File: config.mk
export PLATFORM = sky130hd
export DESIGN_NAME = ds1302_txn_sched
export DESIGN_NICKNAME = d
export VERILOG_FILES = /design/src/rtl/ds1302_pkg.sv /design/src/rtl/ds1302_watchdog.sv /design/src/rtl/ds1302_txn_sched.sv
export SDC_FILE = /design/constraint.sdc
export NUM_CORES = 1
export LEC_CHECK = 0
export CORE_UTILIZATION = 54
export CTS_BUF_LIST = sky130_fd_sc_hd__clkbuf_4
export DETAILED_ROUTE_END_ITERATION = 10
export PLACE_DENSITY = 0.89
export SETUP_SLACK_MARGIN = 0.3
export SYNTH_ARGS = -nofsm -noshare
export SYNTH_HDL_FRONTEND = slang
export SYNTH_SLANG_ARGS = --single-unit
File: constraint.sdc
create_clock -name clk -period 2.4 [get_ports clk]
set_input_delay 0.72 -clock clk [delete_from_list [all_inputs] [get_ports clk]]
set_output_delay 0.72 -clock clk [all_outputs]
set_load 0.01 [all_outputs]
File: src/rtl/ds1302_pkg.sv
// ============================================================================
// Module   : ds1302_pkg
// Purpose  : Shared types, DS1302 command bytes and the burst step table.
// Revision : 1.0
// ============================================================================
`default_nettype none

package ds1302_pkg;

    typedef enum logic [2:0] {
        ST_IDLE   = 3'd0,
        ST_ISSUE  = 3'd1,
        ST_WAIT   = 3'd2,
        ST_NEXT   = 3'd3,
        ST_FINISH = 3'd4
    } state_t;

    localparam logic [7:0] SEC_RD = 8'h81;
    localparam logic [7:0] MIN_RD = 8'h83;
    localparam logic [7:0] HR_RD  = 8'h85;
    localparam logic [7:0] SEC_WR = 8'h80;
    localparam logic [7:0] MIN_WR = 8'h82;
    localparam logic [7:0] HR_WR  = 8'h84;
    localparam logic [7:0] WP_WR  = 8'h8E;

    localparam logic [7:0] WP_SET = 8'h80;
    localparam logic [7:0] WP_CLR = 8'h00;

    localparam logic [2:0] RD_LEN = 3'd3;
    localparam logic [2:0] WR_LEN = 3'd5;

    // Returns {cmd, data} for one step of a burst.
    function automatic logic [15:0] step_entry(
        input logic       is_wr,
        input logic [2:0] step,
        input logic [7:0] s,
        input logic [7:0] m,
        input logic [7:0] h
    );
        logic [15:0] e;
        e = 16'h0000;
        if (is_wr) begin
            case (step)
                3'd0:    e = {WP_WR,  WP_CLR};
                3'd1:    e = {SEC_WR, s};
                3'd2:    e = {MIN_WR, m};
                3'd3:    e = {HR_WR,  h};
                default: e = {WP_WR,  WP_SET};
            endcase
        end else begin
            case (step)
                3'd0:    e = {SEC_RD, 8'h00};
                3'd1:    e = {MIN_RD, 8'h00};
                default: e = {HR_RD,  8'h00};
            endcase
        end
        return e;
    endfunction

endpackage

`default_nettype wire

File: src/rtl/ds1302_watchdog.sv
// ============================================================================
// Module   : ds1302_watchdog
// Purpose  : Per-transaction timeout counter; o_expire flags the last cycle.
// Revision : 1.0
// ============================================================================
`default_nettype none

module ds1302_watchdog #(
    parameter int TIMEOUT_CYC = 10000,
    parameter int TO_W        = 14
) (
    input  logic clk,
    input  logic rst,
    input  logic i_clr,
    input  logic i_en,
    output logic o_expire
);

    localparam logic [TO_W-1:0] c_last = TO_W'(TIMEOUT_CYC - 1);

    logic [TO_W-1:0] r_cnt;

    // Saturates at the terminal count so a stalled FSM cannot wrap it.
    always_ff @(posedge clk or negedge rst) begin
        if (!rst) begin
            r_cnt <= '0;
        end else if (i_clr) begin
            r_cnt <= '0;
        end else if (i_en && (r_cnt != c_last)) begin
            r_cnt <= r_cnt + 1'b1;
        end
    end

    assign o_expire = (r_cnt == c_last);

endmodule

`default_nettype wire

File: src/rtl/ds1302_txn_sched.sv
// ============================================================================
// Module   : ds1302_txn_sched
// Purpose  : Arbitrates read/write requests and sequences DS1302 bursts.
// Revision : 1.0
// ============================================================================
`default_nettype none

module ds1302_txn_sched
    import ds1302_pkg::*;
#(
    parameter int TIMEOUT_CYC = 10000,
    parameter int TO_W        = 14
) (
    input  logic       clk,
    input  logic       rst,
    input  logic       tick,
    input  logic       setReq,
    input  logic [7:0] setSec,
    input  logic [7:0] setMin,
    input  logic [7:0] setHour,
    output logic       txStart,
    output logic [7:0] txCmd,
    output logic [7:0] txWrData,
    input  logic       txDone,
    input  logic [7:0] txRdData,
    output logic [7:0] sec,
    output logic [7:0] min,
    output logic [7:0] hour,
    output logic       chHalt,
    output logic       timeValid,
    output logic       setAck,
    output logic       errPulse,
    output logic       busy
);

    state_t      r_state;
    state_t      w_next;
    logic        r_rd_pend, r_wr_pend;
    logic [7:0]  r_sh_sec, r_sh_min, r_sh_hour;
    logic        r_is_wr;
    logic [2:0]  r_step;
    logic [7:0]  r_cmd, r_wdata;
    logic [7:0]  r_stg_sec, r_stg_min, r_stg_hour;
    logic [7:0]  r_sec, r_min, r_hour;
    logic        r_ch, r_tv, r_ack;
    logic        w_take_wr, w_take_rd, w_err, w_last, w_expire;

    assign w_last = (r_step == (r_is_wr ? (WR_LEN - 3'd1) : (RD_LEN - 3'd1)));

    ds1302_watchdog #(
        .TIMEOUT_CYC (TIMEOUT_CYC),
        .TO_W        (TO_W)
    ) u_wdog (
        .clk      (clk),
        .rst      (rst),
        .i_clr    (r_state == ST_ISSUE),
        .i_en     ((r_state == ST_WAIT) && !txDone),
        .o_expire (w_expire)
    );

    always_ff @(posedge clk or negedge rst) begin
        if (!rst) r_state <= ST_IDLE;
        else      r_state <= w_next;
    end

    always_comb begin
        w_next    = r_state;
        w_take_wr = 1'b0;
        w_take_rd = 1'b0;
        w_err     = 1'b0;
        case (r_state)
            ST_IDLE: begin
                if (r_wr_pend) begin
                    w_take_wr = 1'b1;
                    w_next    = ST_ISSUE;
                end else if (r_rd_pend) begin
                    w_take_rd = 1'b1;
                    w_next    = ST_ISSUE;
                end
            end
            ST_ISSUE: w_next = ST_WAIT;
            ST_WAIT: begin
                if (txDone) begin
                    w_next = ST_NEXT;
                end else if (w_expire) begin
                    w_err  = 1'b1;
                    w_next = ST_IDLE;
                end
            end
            ST_NEXT:   w_next = w_last ? ST_FINISH : ST_ISSUE;
            ST_FINISH: w_next = ST_IDLE;
            default:   w_next = ST_IDLE;
        endcase
    end

    // A new request in the cycle its flag is consumed must survive, so set wins.
    always_ff @(posedge clk or negedge rst) begin
        if (!rst) begin
            r_rd_pend <= 1'b0;
            r_wr_pend <= 1'b0;
            r_sh_sec  <= 8'h00;
            r_sh_min  <= 8'h00;
            r_sh_hour <= 8'h00;
        end else begin
            if (tick)           r_rd_pend <= 1'b1;
            else if (w_take_rd) r_rd_pend <= 1'b0;
            if (setReq) begin
                r_wr_pend <= 1'b1;
                r_sh_sec  <= setSec & 8'h7F;
                r_sh_min  <= setMin;
                r_sh_hour <= setHour & 8'h3F;
            end else if (w_take_wr) begin
                r_wr_pend <= 1'b0;
            end
        end
    end

    // Command/data are registered at step launch so they hold through WAIT.
    always_ff @(posedge clk or negedge rst) begin
        if (!rst) begin
            r_is_wr <= 1'b0;
            r_step  <= 3'd0;
            r_cmd   <= 8'h00;
            r_wdata <= 8'h00;
        end else if (w_take_wr || w_take_rd) begin
            r_is_wr          <= w_take_wr;
            r_step           <= 3'd0;
            {r_cmd, r_wdata} <= step_entry(w_take_wr, 3'd0, r_sh_sec, r_sh_min, r_sh_hour);
        end else if ((r_state == ST_NEXT) && !w_last) begin
            r_step           <= r_step + 3'd1;
            {r_cmd, r_wdata} <= step_entry(r_is_wr, r_step + 3'd1, r_sh_sec, r_sh_min, r_sh_hour);
        end
    end

    always_ff @(posedge clk or negedge rst) begin
        if (!rst) begin
            r_stg_sec  <= 8'h00;
            r_stg_min  <= 8'h00;
            r_stg_hour <= 8'h00;
        end else if ((r_state == ST_WAIT) && txDone && !r_is_wr) begin
            case (r_step)
                3'd0:    r_stg_sec  <= txRdData;
                3'd1:    r_stg_min  <= txRdData;
                default: r_stg_hour <= txRdData;
            endcase
        end
    end

    // Time outputs and their strobe update together so consumers see one set.
    always_ff @(posedge clk or negedge rst) begin
        if (!rst) begin
            r_sec  <= 8'h00;
            r_min  <= 8'h00;
            r_hour <= 8'h00;
            r_ch   <= 1'b0;
            r_tv   <= 1'b0;
            r_ack  <= 1'b0;
        end else begin
            r_tv  <= (r_state == ST_FINISH) && !r_is_wr;
            r_ack <= (r_state == ST_FINISH) && r_is_wr;
            if ((r_state == ST_FINISH) && !r_is_wr) begin
                r_sec  <= r_stg_sec & 8'h7F;
                r_ch   <= r_stg_sec[7];
                r_min  <= r_stg_min;
                r_hour <= r_stg_hour & 8'h3F;
            end
        end
    end

    assign txStart   = (r_state == ST_ISSUE);
    assign txCmd     = r_cmd;
    assign txWrData  = r_wdata;
    assign sec       = r_sec;
    assign min       = r_min;
    assign hour      = r_hour;
    assign chHalt    = r_ch;
    assign timeValid = r_tv;
    assign setAck    = r_ack;
    assign errPulse  = w_err;
    assign busy      = (r_state != ST_IDLE);

endmodule

`default_nettype wire

==> impl_metrics.tcl <==
set metrics [dict create \
    ys_ff_latch 103 \
    vdd.ir_drop.worst_v 0.000573 \
    drv_cap 0 \
    preCtsSetupSlack_ps -497 \
    drc 0 \
    yosys_most_used_dff "dfrtp_1" \
    coreArea_um2 7850 \
    crit_path_start_kind "flop" \
    cts_buffers 9 \
    clock.fmax_mhz 411 \
    synth_top_cell_area_share 0.580 \
    hold_class "reg -> reg" \
    clk_pin_slew_worst_paths_ps 160 \
    areaGrowthSynthToFinish_pct 30.7 \
    grt_pass1_vias 3308 \
    grt_max_degree 63 \
    clock_latency_ps 470 \
    synth_edf_count 0 \
    final_antenna_net_count 0 \
    crit_type "reg -> out" \
    cp.required_ps 1680 \
    synthesis.area_um2 4440 \
    p_per_area_nw_per_um2 964 \
    period_share 1.01 \
    synthCells 337 \
    h-tree-depth 3 \
    cts-root-buf "clkbuf_4" \
    viasPerCell 5.75 \
    num_rows 32 \
    track_usage 0.251 \
    min_period_ps 2440 \
    synth_cell_type_count 49 \
    ys.warnings.count 0 \
    fin_skew_ps 16.2 \
    die_w_um 92.7 \
    first_pass_iters 5 \
    start_util 0.566 \
    reg2reg_slack_ps 330 \
    ios 83 \
    cts_tree "yes" \
    grt_pass1_wl_um 16300 \
    gp_congestion 0.840 \
    nNetsFinal 497 \
    outcome "finished, violations left" \
    antenna_found_initial 0 \
    final.setup.worst_slack_ps -35.7 \
    cp_data_arrival_time_ps 1720 \
    yosysMostFrequentCell "dfrtp_1" \
    p_leak_nw 2.83 \
    via_count 3227 \
    grt_overflow 0 \
    synth-async-reset-ratio 1.00 \
    drt_iter0_markers 168 \
    violations "negative setup slack" \
    slew_violations 0 \
    rsz0062_at_grt "true" \
    synth.largest_area_cell "dfrtp_1" \
    cts_sinks 103 \
    yosysSeqAreaShare 0.580 \
    finalSetupViolations 1 \
    syn_area_per_cell_um2 13.2 \
    io_buffer_count 73 \
    path_max_fanout 2 \
    hold_violations 0 \
    holdWs_ps 509 \
    die_y_um 92.7 \
    synthTopCellsByArea "dfrtp_1, mux2_2, ha_1" \
    die_area_um2 8600 \
    cts_buffer_depth 2 \
    wirelength_um 10100 \
    ys_top_cells_by_count "dfrtp_1, mux2_2, nand2_1" \
    drive_gt1_frac 0.332 \
    end_kind "output pin" \
    post-dp-hpwl_um 6770 \
    avgRoutedWirePerCell_um 18.0 \
]
-- flip-flops by register name (all words and copies together) (netlist names), 5 cells and up --
register / flops
r_stg_hour: 6
r_sh_sec: 7
r_stg_min: 8
sec: 7
min: 8
txCmd: 5
txWrData: 8
u_wdog.r_cnt: 14
hour: 6
r_sh_min: 8
r_sh_hour: 6
r_stg_sec: 8
-- worst max-delay path: stages, from the launching register on --
cell,delay [ps]
dfrtp_1,440
nor4bb_4,350
nand4_1,190
nor2_1,140
buf_2,140
-- per-layer routing --
layer  GRT usage  share of wire
met1       0.326           0.42
met2       0.409           0.51
met3      0.0468          0.046
met4       0.115          0.025
met5           0              0
-- layout by cell type (no fill, tap or decap), drive strengths merged, types with 3 or more instances in the layout --
cell,n
dfrtp,103
mux2,68
buf,48
dlygate4sd2,37
clkdlybuf4s50,31
nand2,15
nand3,10
o21ai,10
nor2,10
a21oi,10
clkbuf,9
o2bb2ai,8
inv,8
ha,7
and3,6
a222oi,6
or3,6
conb,6
nand4,6
mux2i,5
nor3,5
nor4b,4
o211ai,3
nand2b,3
bufinv,3
-- logic make-up after synthesis --
group,after synthesis,synth area share
multiplexers,73,0.184
XOR/XNOR,2,0.00394
adder cells (fa/ha/maj),7,0.0197
AO/OA/AOI/OAI,47,0.0771
AND/OR/NAND/NOR,79,0.108
flip-flops,103,0.580
buffers and inverters,25,0.0273
other,1,0.000844
-- stage by stage --
step	cells	area [µm²]	util	setup TNS, ps	total power (W)
5_1_grt	560	5810	0.740	-125	0.00591
3_5_place_dp	528	5460	0.696	-953	0.00435
2_1_floorplan	342	4460	-	0	0.00348
4_1_cts	556	5740	0.731	-25.3	0.00554
3_3_place_gp	528	5460	0.696	-466	0.00423
6_report	561	5810	0.740	-35.7	0.00560
-- what timing repair did --
| item | 4_1_cts | 5_1_grt |
|---|---|---|
| hold buffers | 0 | 1 |
| endpoints found under the hold margin | 0 | 3 |
| pin swaps | 2 | 5 |
| endpoints found under the setup margin | 39 | 11 |
| resized for setup | 63 | 7 |
| setup buffers | 12 | 3 |
-- where the power goes --
part	leakage, nW	internal [W]	total (W)	switching (W)
combinational	1.40	0.00105	0.00204	0.000990
sequential	1.32	0.00216	0.00241	0.000257
clock	0.0987	0.000540	0.00115	0.000606
-- layout make-up --
class / instances / area [µm²]
repair buffers: 118 / 1050
clock inverters: 7 / 126
inverters: 7 / 31.3
multi-input cells: 214 / 1830
clock buffers: 9 / 67.6
flip-flops and latches: 103 / 2580
fillers: 517 / 2040
well taps: 102 / 128
diodes: 1 / 2.50
-- final timing paths --
check                                  from           to  depth (start not counted)
max                        u_wdog.r_cnt[12]     errPulse                          4
min                                txCmd[7]     txCmd[7]                          1
max reg2reg                      r_state[0]       min[0]                          7
min reg2reg                        txCmd[7]     txCmd[7]                          1
max in group asynchronous               rst       min[7]                          3
min in group asynchronous               rst  r_sh_min[0]                          2
Note: power is estimated with default switching activity, not from simulation.
